==> config.mk <==
export PLATFORM = sky130hd
export DESIGN_NAME = btb_predictor
export DESIGN_NICKNAME = d
export VERILOG_FILES = /design/src/rtl/btb_predictor.sv
export SDC_FILE = /design/constraint.sdc
export NUM_CORES = 1
export LEC_CHECK = 0
export CAP_MARGIN = 25
export CORE_ASPECT_RATIO = 0.7
export CORE_MARGIN = 4
export CORE_UTILIZATION = 60
export DETAILED_ROUTE_END_ITERATION = 7
export PLACE_DENSITY = 0.79
export SYNTH_ARGS = -nofsm -noshare
export SYNTH_HDL_FRONTEND = slang
export SYNTH_SLANG_ARGS = --single-unit
==> constraint.sdc <==
create_clock -name clk -period 4.9 [get_ports clk]
set_input_delay 0.49 -clock clk [delete_from_list [all_inputs] [get_ports clk]]
set_output_delay 0.49 -clock clk [all_outputs]
set_load 0.05 [all_outputs]
==> src/rtl/btb_predictor.sv <==
// Direct-mapped branch target buffer with 2-bit hysteresis counters for the IF stage.
// Same-cycle lookup on the fetch PC; resolved branches from EXE update the table and raise flush requests.
module btb_predictor #(
    parameter int ADDR_W  = 16,
    parameter int ENTRIES = 16,
    parameter int PC_STEP = 1,
    parameter int CNT_W   = 16
) (
    input  logic              clk,
    input  logic              rst,
    input  logic [ADDR_W-1:0] cur_pc,
    output logic              pred_hit,
    output logic              pred_taken,
    output logic [ADDR_W-1:0] pred_pc,
    input  logic              upd_valid,
    input  logic [ADDR_W-1:0] upd_pc,
    input  logic              upd_taken,
    input  logic [ADDR_W-1:0] upd_target,
    input  logic              upd_pred_taken,
    input  logic [ADDR_W-1:0] upd_pred_target,
    output logic              mispredict,
    output logic [ADDR_W-1:0] correct_pc,
    input  logic              clear,
    output logic [CNT_W-1:0]  upd_cnt,
    output logic [CNT_W-1:0]  mispred_cnt
);
    localparam int IDX_W = $clog2(ENTRIES);
    localparam int TAG_W = ADDR_W - IDX_W;
    localparam logic [ADDR_W-1:0] STEP = ADDR_W'(PC_STEP);

    logic              valid_q  [ENTRIES];
    logic [TAG_W-1:0]  tag_q    [ENTRIES];
    logic [ADDR_W-1:0] target_q [ENTRIES];
    logic [1:0]        ctr_q    [ENTRIES];

    logic [IDX_W-1:0]  rd_idx;
    logic [IDX_W-1:0]  wr_idx;
    logic [TAG_W-1:0]  wr_tag;
    logic              upd_hit;
    logic              wr_en;
    logic [1:0]        ctr_d;
    logic [ADDR_W-1:0] target_d;
    logic [CNT_W-1:0]  upd_cnt_q, upd_cnt_d;
    logic [CNT_W-1:0]  mispred_cnt_q, mispred_cnt_d;

    assign rd_idx     = cur_pc[IDX_W-1:0];
    assign pred_hit   = valid_q[rd_idx] && (tag_q[rd_idx] == cur_pc[ADDR_W-1:IDX_W]);
    assign pred_taken = pred_hit && ctr_q[rd_idx][1];
    assign pred_pc    = pred_taken ? target_q[rd_idx] : cur_pc + STEP;

    assign mispredict = upd_valid &&
                        ((upd_taken != upd_pred_taken) ||
                         (upd_taken && (upd_pred_target != upd_target)));
    assign correct_pc = upd_taken ? upd_target : upd_pc + STEP;

    assign wr_idx  = upd_pc[IDX_W-1:0];
    assign wr_tag  = upd_pc[ADDR_W-1:IDX_W];
    assign upd_hit = valid_q[wr_idx] && (tag_q[wr_idx] == wr_tag);

    // Not-taken misses leave the table alone; taken misses evict whatever aliases the index.
    always_comb begin
        wr_en    = 1'b0;
        ctr_d    = ctr_q[wr_idx];
        target_d = target_q[wr_idx];
        if (upd_valid && !clear) begin
            if (upd_hit) begin
                wr_en = 1'b1;
                if (upd_taken) begin
                    ctr_d    = (ctr_q[wr_idx] == 2'b11) ? 2'b11 : ctr_q[wr_idx] + 2'd1;
                    target_d = upd_target;
                end else begin
                    ctr_d    = (ctr_q[wr_idx] == 2'b00) ? 2'b00 : ctr_q[wr_idx] - 2'd1;
                end
            end else if (upd_taken) begin
                wr_en    = 1'b1;
                ctr_d    = 2'b10;
                target_d = upd_target;
            end
        end
    end

    always_ff @(posedge clk or negedge rst) begin
        if (!rst) begin
            for (int i = 0; i < ENTRIES; i++) begin
                valid_q[i]  <= 1'b0;
                tag_q[i]    <= '0;
                target_q[i] <= '0;
                ctr_q[i]    <= 2'b00;
            end
        end else if (clear) begin
            for (int i = 0; i < ENTRIES; i++) begin
                valid_q[i] <= 1'b0;
            end
        end else if (wr_en) begin
            valid_q[wr_idx]  <= 1'b1;
            tag_q[wr_idx]    <= wr_tag;
            target_q[wr_idx] <= target_d;
            ctr_q[wr_idx]    <= ctr_d;
        end
    end

    // Statistics saturate and deliberately ignore clear.
    always_comb begin
        upd_cnt_d     = upd_cnt_q;
        mispred_cnt_d = mispred_cnt_q;
        if (upd_valid && (upd_cnt_q != '1)) begin
            upd_cnt_d = upd_cnt_q + 1'b1;
        end
        if (mispredict && (mispred_cnt_q != '1)) begin
            mispred_cnt_d = mispred_cnt_q + 1'b1;
        end
    end

    always_ff @(posedge clk or negedge rst) begin
        if (!rst) begin
            upd_cnt_q     <= '0;
            mispred_cnt_q <= '0;
        end else begin
            upd_cnt_q     <= upd_cnt_d;
            mispred_cnt_q <= mispred_cnt_d;
        end
    end

    assign upd_cnt     = upd_cnt_q;
    assign mispred_cnt = mispred_cnt_q;
endmodule

### After elaboration in Yosys (flattened, before gate mapping)

Cells that the tools add are included.
Widths: inputs -> output; s select.

| word-level totals | value |
|---|---|
| register bits after elaboration | 528 |
| output and inout port bits | 67 |
| word-level logic and storage cells | 150 |

| operators by class | value |
|---|---|
| add/subtract/negate cells | 6 |
| $lt $le $gt $ge | 3 |
| eq/ne operators | 7 |
| mux-type cells | 50 |
| bitwise operators | 4 |
| reductions and logical operators | 14 |

Operator list:

| kind | number |
|---|---|
| $bwmux 256 | 1 |
| $bwmux 192 | 1 |
| $mux 16 | 11 |
| $bmux 16 s4 | 2 |
| $bmux 12 s4 | 2 |
| $add 16x1->16 const B | 4 |
| $demux 16 s4 | 1 |
| $mux 12 | 5 |
| $demux 12 s4 | 1 |
| $bwmux 32 | 1 |
| $ne 16x16->1 const B | 2 |
| $eq 12x12->1 | 2 |
| $mux 2 | 11 |
| $bmux 2 s4 | 2 |
| $ne 16x16->1 | 1 |
| $or 16x16->16 | 1 |
| $ge 5x5->1 const B | 2 |
| $not 4->5 | 2 |
| $logic_and 1x1->1 | 9 |
| $bmux 1 s4 | 2 |
| $demux 2 s4 | 1 |
| $mux 1 | 8 |
| $lt 5x1->1 const B | 1 |
| $demux 1 s4 | 1 |
| other kinds (10) | 10 |

### Longest topological paths before layout

Gate-level depths: netlist of run 1.

| logic depth | value |
|---|---|
| depth after elaboration | 10 |
| depth in mapped cells | 14 |
| gate-level depth less buffers | 8 |

### Worst setup path after synthesis of run 1

Ideal clock, no wire load.

| timing path | value |
|---|---|
| path type | in2out |
| start | input cur_pc[1] |
| end | output pred_pc[0] |
| arrival | 4.008 ns |
| required time | 4.410 ns |
| setup slack | 0.402 ns |
| cell stages on the path | 10 |
| buffers on the path | 4 |
| cells stage by stage | buf_2 buf_4 buf_2 mux4_2 mux4_2 xnor2_1 nand3_1 nor4_2 buf_6 mux2i_1 |

| on the way | value |
|---|---|
| word-level cells in the longest chain between the ends | 8 |
| elaborated cells between the ends (all ways) | 17 |
| classes of those cells | eq/ne (1); mux (13); bitwise (1); reduce/logical (2) |

RTL lines:

| element | RTL line | source |
|---|---|---|
| from (decl) | 11 | `input logic [ADDR_W-1:0] cur_pc,` |
| $not 4->5 (implied by the code) (*) | 47, 48 |  |
| $bmux 12 s4 | 47 | `assign pred_hit = valid_q[rd_idx] && (tag_q[rd_idx] == cur_pc[ADDR_W-1:IDX_W]);` |
| $mux 12 (implied by the code) (2 in a row) | 47 |  |
| $eq 12x12->1 | 47 |  |
| $logic_and 1x1->1 | 47 |  |
| $logic_and 1x1->1 (*) | 48 | `assign pred_taken = pred_hit && ctr_q[rd_idx][1];` |
| via pred_taken | 13 | `output logic pred_taken,` |
| $mux 16 (*) | 49 | `assign pred_pc = pred_taken ? target_q[rd_idx] : cur_pc + STEP;` |
| to (decl) | 14 | `output logic [ADDR_W-1:0] pred_pc,` |

Mark *: on every way through the listed nets, which the timed path passes. The rest lies on a longest branch. The select of a mux whose other input is x is not followed.

### Final worst setup path of run 1

| timing path | value |
|---|---|
| start | input cur_pc[1] |
| end | output pred_pc[7] |

| on the way | value |
|---|---|
| word-level cells in the longest chain between the ends | 8 |
| elaborated cells between the ends (all ways) | 18 |
| classes of those cells | add/sub (1); eq/ne (1); mux (13); bitwise (1); reduce/logical (2) |

RTL lines:

| element | RTL line |
|---|---|
| $not 4->5 (implied by the code) | 47, 48, 49 |
| $bmux 12 s4 | 47 |
| $mux 12 (implied by the code) (2 in a row) | 47 |
| $eq 12x12->1 | 47 |
| $logic_and 1x1->1 | 47 |
| $logic_and 1x1->1 | 48 |
| $mux 16 (*) | 49 |

Every way passes the cells marked *; elsewhere a longest branch is shown, timed or not. The select of a mux whose other input is x is not followed.

==> flow_metrics.env, run 1 <==
export IMPL_cp_cell_sequence="buf_4, buf_4, mux4_2, mux4_2, xnor2_1, nand3_1, nor4_4, buf_4, mux2_2, buf_4"
export IMPL_nets=2187
export IMPL_tns_ns=0
export IMPL_cts_sinks=528
export IMPL_routedWlPerCell_um=30.3
export IMPL_antenna_found_initial=4
export IMPL_ioPinCount=137
export IMPL_met2_usage=0.485
export IMPL_max_freq_mhz=223
export IMPL_finalSetupViolations=0
export IMPL_h_tree_depth=2
export IMPL_slew_viol_final=0
export IMPL_power_leakage_nw=14.7
export IMPL_dp_hpwl_mm=54.9
export IMPL_die_w_um=273
export IMPL_placed_cells_incl_taps=2710
export IMPL_ir_drop_mv=0.378
export IMPL_synth_cell_types=54
export IMPL_rsz0062_at_grt="false"
export IMPL_fin_area_sq_um=33500
export IMPL_synth_avg_cell_area_sq_um=14.7
export IMPL_r2r_start="tag_q[83]$_DFFE_PN0P_"
export IMPL_status="complete, no violations"
export IMPL_holdWs_ns=0.486
export IMPL_synthArstFlopShare=1.00
export IMPL_clk_latency_ns=0.59
export IMPL_antenna_left=0
export IMPL_worst_pin_slew_ns=1.09
export IMPL_synth_top_area_cell="dfrtp_1"
export IMPL_cpPeakStageDelay_ns=0.52
export IMPL_cap_viol_max_count=0
export IMPL_drt_pass1_iterations=5
export IMPL_drive_above_1_share=0.450
export IMPL_startpoint_type="input port"
export IMPL_grt_pass1_vias=20399
export IMPL_path_class="in2out"
export IMPL_cpMaxStageDelayCell="buf_4"
export IMPL_final_util=0.694
export IMPL_grt_total_usage=0.325
export IMPL_arrival_ns=4.00
export IMPL_reg2reg_slack_ns=1.04
export IMPL_dieArea_sq_um=52900
export IMPL_drtIter0Drc=2265
export IMPL_yosys_warnings=0
export IMPL_finalNonFillerCells=2804
export IMPL_crit_top_cell="buf_4"
export IMPL_ys_seq_area_frac=0.447
export IMPL_vias=19320
export IMPL_cts_root_buf="clkbuf_16"
export IMPL_num_antenna_cells=0
export IMPL_drcViolationCount=0
export IMPL_syn_area_sq_um=29600
export IMPL_syn_inst=2005
export IMPL_crit_fanout=35
export IMPL_placed_cell_area_sq_um=31700
export IMPL_core_area_sq_um=48300
export IMPL_period_needed_ns=4.49
export IMPL_worstRegToRegCells=10
export IMPL_synth_top_area_frac=0.447
export IMPL_post_synth_top_count_cell="dfrtp_1"
export IMPL_portBuffers=136
export IMPL_via_per_inst=6.89
export IMPL_overflow=0
export IMPL_grt_busiest_layer="met2"
export IMPL_numCtsBuffers=52
export IMPL_areaGrowthSynthToFinish_pct=13.3
export IMPL_crit_end="pred_pc[7]"
export IMPL_wl_mm=85.0
export IMPL_synth_top_cells_by_count="dfrtp_1 (528), mux2_2 (455), mux4_2 (283)"
export IMPL_yosys_top_cells_area="dfrtp_1 (45%), mux4_2 (22%), mux2_2 (17%), xnor2_1 (2.0%), nand2_1 (1.3%)"
export IMPL_slew_limit_headroom=0.274
export IMPL_cts_tree="built"
export IMPL_num_fill_cells=3225
export IMPL_die_y_um=194
export IMPL_globalplace_congestion=0.927
export IMPL_worstPathRequired_ns=4.41
export IMPL_ys_flop_type="dfrtp_1"
export IMPL_cts_clk_slew_worst_paths_ns=0.06
export IMPL_grtUsageMet1=0.456
export IMPL_r2r_end="tag_q[188]$_DFFE_PN0P_"
export IMPL_start_util=0.612
export IMPL_synth_nets=2082
export IMPL_grt_pass1_wl_mm=130
export IMPL_use_met3=0.109
export IMPL_num_rows=67
export IMPL_hp_class="reg2reg"
export IMPL_cp_startpoint="cur_pc[1]"
export IMPL_skew_ns=0.0248
export IMPL_clock_path_buffers=3
export IMPL_synth_edf_count=0
export IMPL_worst_setup_path_end_kind="primary output"
export IMPL_cts_setup_buffers=0
export IMPL_pwr_density_cell_nw_per_um2=337
export IMPL_synth_seq_cells=528
export IMPL_hold_viol_final=0
export IMPL_grt_max_degree=120
export IMPL_fin_crit_sh=0.916
[layout make-up]
type | instances | area (sq um) | share of cell area
timing repair buffer | 233 | 2370 | 0.0707
clock inverter | 19 | 240 | 0.00717
clock buffer | 74 | 1510 | 0.0449
sequential | 528 | 13200 | 0.394
multi-input combinational | 1268 | 15300 | 0.455
tap | 655 | 820 | 0.0245
inverter | 27 | 101 | 0.00303
[through the flow]
stage / worst slack [ns] / power (mW)
2_1_floorplan: 0.402 / 6.47
3_3_place_gp: 0.535 / 7.14
3_5_place_dp: 0.503 / 7.23
4_1_cts: 0.459 / 11.3
5_1_grt: 0.272 / 11.7
6_report: 0.413 / 11.3
[how the worst min path moves through the flow]
stage	startpoint	end	slack, ns	cells past startpoint
2_1_floorplan	rst	ctr_q[0]$_DFFE_PN0P_	0.19	0
3_3_place_gp	upd_cnt[4]$_DFFE_PN0P_	upd_cnt[4]$_DFFE_PN0P_	0.47	1
3_5_place_dp	mispred_cnt[6]$_DFFE_PN0P_	mispred_cnt[6]$_DFFE_PN0P_	0.48	1
4_1_cts	mispred_cnt[6]$_DFFE_PN0P_	mispred_cnt[6]$_DFFE_PN0P_	0.49	1
5_1_grt	mispred_cnt[9]$_DFFE_PN0P_	mispred_cnt[9]$_DFFE_PN0P_	0.53	1
6_report	mispred_cnt[6]$_DFFE_PN0P_	mispred_cnt[6]$_DFFE_PN0P_	0.49	1
[cell families (layout without fill, tap and decap cells)]
| logic type | count (synthesis) | in the layout | synth area share |
|---|---|---|---|
| buffers and inverters | 209 | 353 | 0.0393 |
| AOI/OAI and AO/OA | 99 | 99 | 0.0245 |
| DFF | 528 | 528 | 0.447 |
| and+or+nand+nor | 263 | 263 | 0.0467 |
| xor gates and xnor gates | 106 | 106 | 0.0314 |
| adders and majority gates | 7 | 7 | 0.00296 |
| muxes | 793 | 793 | 0.408 |
[report_power, final]
group          internal, mW  leakage [nW]  switching (mW)
logic                  1.00          6.76            1.09
registers              4.75          7.12           0.339
clock network          2.35         0.857            1.75
[cells in the final DEF, fill, tap and decap left out, types with 18 or more instances in the layout]
| master | netlist | final |
|---|---|---|
| nor2_1 | 26 | 26 |
| mux2_2 | 455 | 455 |
| mux2i_1 | 37 | 37 |
| buf_12 | 0 | 27 |
| xor2_1 | 39 | 39 |
| nand2_1 | 106 | 106 |
| o21ai_0 | 22 | 22 |
| inv_1 | 25 | 25 |
| buf_4 | 19 | 94 |
| clkdlybuf4s50_1 | 0 | 105 |
| xnor2_1 | 67 | 67 |
| clkbuf_16 | 0 | 53 |
| dfrtp_1 | 528 | 528 |
| mux2_1 | 18 | 18 |
| nand3_1 | 24 | 24 |
| mux4_2 | 283 | 283 |
[critical path: cells and delay by family]
kind | cells | cell delay, ns
AND/OR/NAND/NOR | 2 | 0.47
XOR/XNOR | 1 | 0.20
multiplexers | 3 | 1.26
buffers and inverters | 4 | 1.51
[metal layers]
layer,part of all wire,vias to the layer above
li1,-,7821
met1,0.39,10222
met2,0.45,1065
met3,0.11,206
met4,0.040,6
met5,0.00040,-
[flip-flops by register name, summed over array words and instances, names as in the netlist]
signal	flops
ctr_q	32
tag_q	192
mispred_cnt	16
valid_q	16
target_q	256
upd_cnt	16
[repair_timing]
action,CTS,global route
hold endpoints to repair,15,0
resized for setup,0,0
hold buffers,1,0
Note: power is estimated with default switching activity, not from simulation.
==> run 2, diff against run 1 <==
- clock period: 4.9 -> 5.35 ns (I/O delays scaled with it)
==> run 2 against run 1 <==
Compared with the run above: first-iteration DRC count decreased by 1.2%; flip-flop and latch count unchanged; cell count shrank 0.36%; largest cell class unchanged; clock power decreased by 3%; sequential share of layout area is 0.068 points higher; combinational power shrank 9%; critical path depth did not move; global-route usage fell by 0.22 points; non-clock buffer count is 17 lower; clock skew fell by 0.0058 ns; register-to-register slack improved by 0.44 ns; total power decreased by 6.4%.
==> flow_metrics.env, run 2 (synthesis gave the netlist of run 1 again) <==
export IMPL_status="complete, no violations"
export IMPL_grt_total_usage=0.323
export IMPL_cts_sinks=528
export IMPL_areaGrowthSynthToFinish_pct=13.1
export IMPL_startpoint_type="input port"
export IMPL_holdWs_ns=0.494
export IMPL_worst_pin_slew_ns=1.01
export IMPL_num_rows=67
export IMPL_r2r_start="tag_q[16]$_DFFE_PN0P_"
export IMPL_rsz0062_at_grt="false"
export IMPL_crit_fanout=41
export IMPL_cp_cell_sequence="buf_4, buf_4, mux4_2, mux4_2, xnor2_1, nand3_1, nor4_4, buf_4, mux2_2, buf_4"
export IMPL_finalSetupViolations=0
export IMPL_mostFrequentLayoutCells="dfrtp_1 (528), mux2_2 (455), mux4_2 (283), clkdlybuf4s50_1 (109), nand2_1 (106)"
export IMPL_max_freq_mhz=219
export IMPL_drt_pass1_iterations=7
export IMPL_crit_top_cell="buf_4"
export IMPL_layout_commonest_cell="dfrtp_1"
export IMPL_cts_root_buf="clkbuf_16"
export IMPL_path_class="in2out"
export IMPL_largest_register_ffs=256
export IMPL_drive_above_1_share=0.449
export IMPL_cpPeakStageDelay_ns=0.56
export IMPL_ioPinCount=137
export IMPL_slew_viol_final=0
export IMPL_drcViolationCount=0
export IMPL_via_per_inst=6.98
export IMPL_vias=19508
export IMPL_antenna_left=0
export IMPL_antenna_found_initial=4
export IMPL_worst_setup_path_end_kind="primary output"
export IMPL_die_y_um=194
export IMPL_cp_startpoint="cur_pc[1]"
export IMPL_nets=2171
export IMPL_slew_limit_headroom=0.324
export IMPL_arrival_ns=4.04
export IMPL_hold_viol_final=0
export IMPL_grt_pass1_wl_mm=130
export IMPL_min_from="mispred_cnt[6]$_DFFE_PN0P_"
export IMPL_cts_clk_slew_worst_paths_ns=0.06
export IMPL_cap_viol_max_count=0
export IMPL_period_needed_ns=4.58
export IMPL_cts_tree="built"
export IMPL_wl_mm=84.3
export IMPL_cp_top_family="buffers and inverters"
export IMPL_grt_max_degree=138
export IMPL_globalplace_congestion=0.899
export IMPL_cp_buffers_inverters=4
export IMPL_skew_ns=0.0189
export IMPL_ir_drop_mv=0.302
export IMPL_portBuffers=136
export IMPL_top_regs="target_q x256, tag_q x192, ctr_q x32"
export IMPL_routedWlPerCell_um=30.2
export IMPL_start_util=0.612
export IMPL_core_area_sq_um=48300
export IMPL_power_leakage_nw=14.7
export IMPL_fin_crit_sh=0.855
export IMPL_clock_path_buffers=3
export IMPL_dieArea_sq_um=52900
export IMPL_drtIter0Drc=2238
export IMPL_die_w_um=273
export IMPL_cpMaxStageDelayCell="buf_4"
export IMPL_tns_ns=0
export IMPL_hp_class="reg2reg"
export IMPL_worstPathRequired_ns=4.82
export IMPL_pwr_density_cell_nw_per_um2=316
export IMPL_clk_latency_ns=0.60
export IMPL_grt_pass1_vias=20424
export IMPL_h_tree_depth=2
export IMPL_top_register="target_q"
export IMPL_overflow=0
export IMPL_numCtsBuffers=53
export IMPL_dp_hpwl_mm=52.8
-- run 2: cell types whose count changed in the layout (fill, tap and decap cells not counted), moves of 2 or more --
cell             delta
buf_4              -16
inv_6               +3
clkinv_2            +3
bufinv_16           +3
clkdlybuf4s50_1     +4
clkbuf_8            +2
clkbuf_1            -7
diode_2             +2
buf_12              -6
-- run 2: path summary, 6_finish.rpt --
path                                                    to  cells after the start  slack [ns]
worst max-delay path                            pred_pc[3]                     10        0.77
max in group asynchronous           tag_q[117]$_DFFE_PN0P_                      3        3.44
worst max register to register   target_q[174]$_DFFE_PN0P_                     10        1.48
worst min register to register  mispred_cnt[6]$_DFFE_PN0P_                      1        0.49
worst min-delay path            mispred_cnt[6]$_DFFE_PN0P_                      1        0.49
min in group asynchronous        target_q[226]$_DFFE_PN0P_                      2        0.53
-- run 2: timing repair --
action,CTS,global route
endpoints found under the hold margin,3,0
hold buffers,1,0
resized for setup,0,0
buffers inserted,0,0
endpoints found under the setup margin,0,0
-- run 2: report_power, final --
part           total [mW]  switching (mW)  internal (mW)
Clock                3.99            1.66           2.33
Combinational        1.90           0.995          0.908
Sequential           4.66           0.312           4.35
-- run 2: per-stage QoR --
step / instances / area (sq um) / total power [mW] / setup slack (ns) / utilization
6_report: 2794 / 33400 / 10.6 / 0.775 / 0.693
5_1_grt: 2793 / 33400 / 10.9 / 0.620 / 0.693
4_1_cts: 2792 / 33400 / 10.6 / 0.800 / 0.693
3_5_place_dp: 2693 / 31600 / 6.60 / 0.533 / 0.654
3_3_place_gp: 2692 / 31500 / 6.53 / 0.517 / 0.653
2_1_floorplan: 2005 / 29600 / 5.93 / 0.762 / -
-- run 2: area by class of cell --
type	instances	area (sq um)
antenna	2	5.00
sequential	528	13200
clock inverter	29	362
clock buffer	69	1510
fill	3260	14800
multi-input combinational	1268	15300
tap	655	820
inverter	27	101
timing repair buffer	216	2180
-- run 2: worst reg2reg max path, cell delays in order (launching register included) --
cell and delay, ns:
dfrtp_1 0.41, mux4_2 0.47, mux4_2 0.50, xor2_1 0.19, nor4_1 0.61, buf_4 0.25
a31oi_4 0.07, buf_4 0.29, nor2b_4 0.26, buf_12 0.30, mux2_2 0.41
-- run 2: layer usage --
layer	part of all wire	vias up	GRT usage
met5	0.00027	-	0
met4	0.035	4	0.101
met3	0.11	210	0.0821
met2	0.46	1154	0.487
met1	0.40	10352	0.469
li1	-	7788	-
==> run 3, diff against run 2 <==
- CAP_MARGIN: 25 -> 20
- DONT_BUFFER_PORTS: unset -> 1
- PLACE_DENSITY: 0.79 -> 0.76
==> run 3 against run 2 <==
Compared with the run above: the run now ends with negative hold slack, max-slew violations left; largest cell class unchanged; critical endpoint is now tag_q[26]$_DFFE_PN0P_; combinational power shrank 36%; cell count decreased by 6.7%; non-clock buffer count down 180; critical path type is now reg2reg; clock skew is 0.00061 ns lower.
==> flow_metrics.env, run 3 (synthesis gave the netlist of run 1 again) <==
export IMPL_arrival_ns=5.01
export IMPL_grt_pass1_wl_mm=122
export IMPL_clock_path_buffers=3
export IMPL_antenna_found_initial=3
export IMPL_crit_top_cell="buf_4"
export IMPL_skew_ns=0.0183
export IMPL_wl_mm=80.1
export IMPL_cpPeakStageDelay_ns=0.96
export IMPL_pwr_density_cell_nw_per_um2=314
export IMPL_drt_pass1_iterations=5
export IMPL_max_freq_mhz=220
export IMPL_via_per_inst=7.06
export IMPL_num_rows=67
export IMPL_core_area_sq_um=48300
export IMPL_drcViolationCount=0
export IMPL_reg2reg_slack_ns=0.81
export IMPL_fin_crit_sh=0.849
export IMPL_slew_viol_final=285
export IMPL_worst_setup_path_end_kind="flop"
export IMPL_drive_above_1_share=0.449
export IMPL_start_util=0.612
export IMPL_tns_ns=0
export IMPL_dieArea_sq_um=52900
export IMPL_portBuffers=0
export IMPL_grt_total_usage=0.304
export IMPL_cts_root_buf="clkbuf_16"
export IMPL_globalplace_congestion=0.909
export IMPL_nets=1990
export IMPL_h_tree_depth=2
export IMPL_startpoint_type="flop"
export IMPL_crit_end="tag_q[26]$_DFFE_PN0P_"
export IMPL_hp_class="in2async"
export IMPL_grt_pass1_vias=18802
export IMPL_violations="negative hold slack, max-slew violations"
export IMPL_die_y_um=194
export IMPL_worst_slack_ns=0.807
export IMPL_fin_area_sq_um=31500
export IMPL_slew_limit_headroom=-0.412
export IMPL_path_class="reg2reg"
export IMPL_status="complete, but fails checks"
export IMPL_cts_clk_slew_worst_paths_ns=0.06
export IMPL_antenna_left=0
export IMPL_top_regs="target_q x256, tag_q x192, ctr_q x32"
export IMPL_r2r_start="tag_q[102]$_DFFE_PN0P_"
export IMPL_worst_pin_slew_ns=2.12
export IMPL_power_leakage_nw=13.8
export IMPL_numCtsBuffers=52
export IMPL_ir_drop_mv=0.303
export IMPL_worstRegToRegCells=10
export IMPL_postCtsResizedCells=0
export IMPL_overflow=0
export IMPL_ioPinCount=137
export IMPL_r2r_end="tag_q[26]$_DFFE_PN0P_"
export IMPL_cts_sinks=528
export IMPL_num_fill_cells=3392
export IMPL_finalSetupViolations=0
export IMPL_pre_cts_ws_ns=0.766
export IMPL_dp_hpwl_mm=49.3
export IMPL_period_needed_ns=4.54
export IMPL_crit_fanout=18
export IMPL_rsz0062_at_grt="false"
export IMPL_cap_viol_max_count=0
export IMPL_grt_max_degree=529
export IMPL_cpMaxStageDelayCell="nor4_1"
export IMPL_clk_latency_ns=0.59
export IMPL_worstPathRequired_ns=5.81
export IMPL_mostFrequentLayoutCells="dfrtp_1 (528), mux2_2 (455), mux4_2 (283), nand2_1 (106), xnor2_1 (67)"
export IMPL_placed_cell_area_sq_um=29700
export IMPL_placed_cells_incl_taps=2514
export IMPL_largest_register_ffs=256
export IMPL_die_w_um=273
export IMPL_hold_viol_final=280
export IMPL_num_antenna_cells=0
export IMPL_finalNonFillerCells=2607
export IMPL_vias=18413
export IMPL_cp_cell_sequence="mux4_2, a22o_1, a221oi_2, xnor2_1, nor4_1, a31oi_4, buf_4, nor2b_4, buf_4, mux2_2"
export IMPL_holdWs_ns=-0.352
export IMPL_cts_tree="built"
export IMPL_routedWlPerCell_um=30.7
export IMPL_cts_setup_buffers=0
export IMPL_top_register="target_q"
export IMPL_drtIter0Drc=1969
export IMPL_cp_startpoint="tag_q[102]$_DFFE_PN0P_"
export IMPL_layout_commonest_cell="dfrtp_1"
export IMPL_areaGrowthSynthToFinish_pct=6.59
==> run 3: cell types whose count changed in the layout (fill, tap and decap cells not counted), sizes merged <==
cell and change:
buf -69, bufinv -2, clkbuf +9, clkdlybuf4s50 -109, clkinv -6, clkinvlp -3
diode -2, dlygate4sd3 -1, inv -4
==> run 3: how the worst min path moves through the flow <==
stage                     start                  endpoint
final                       rst   target_q[6]$_DFFE_PN0P_
after global routing        rst  target_q[50]$_DFFE_PN0P_
after CTS                   rst   target_q[6]$_DFFE_PN0P_
after detailed placement    rst   target_q[6]$_DFFE_PN0P_
after global placement      rst  target_q[49]$_DFFE_PN0P_
after floorplan             rst      ctr_q[0]$_DFFE_PN0P_
==> run 3: power by group <==
part	total, mW	switching, mW	internal (mW)
logic	1.22	0.485	0.733
clock network	3.83	1.59	2.24
registers	4.83	0.485	4.35
==> run 3: stage by stage <==
stage	util	total power, mW
2_1_floorplan	-	5.93
3_3_place_gp	0.616	6.04
3_5_place_dp	0.616	6.10
4_1_cts	0.653	9.92
5_1_grt	0.653	10.2
6_report	0.653	9.88
==> run 3: cell type report <==
class	instances	area (sq um)	share of cell area
clock inverter	14	213	0.00675
tap	655	820	0.0260
inverter	27	101	0.00322
timing repair buffer	36	349	0.0111
sequential	528	13200	0.419
clock buffer	79	1560	0.0493
multi-input combinational	1268	15300	0.484
==> run 3: worst max-delay path, delay by kind of cell (launching register included) <==
kind | cells | cell delay [ns]
multiplexers | 2 | 0.89
XOR/XNOR | 1 | 0.11
flip-flops | 1 | 0.40
AO/OA/AOI/OAI | 3 | 1.15
buffers and inverters | 2 | 0.78
AND/OR/NAND/NOR | 2 | 1.08
==> run 3: routing by layer <==
metal / GRT usage / part of all wire
met4: 0.100 / 0.038
met1: 0.439 / 0.41
met3: 0.0837 / 0.099
met5: 0 / 0.00056
met2: 0.455 / 0.46
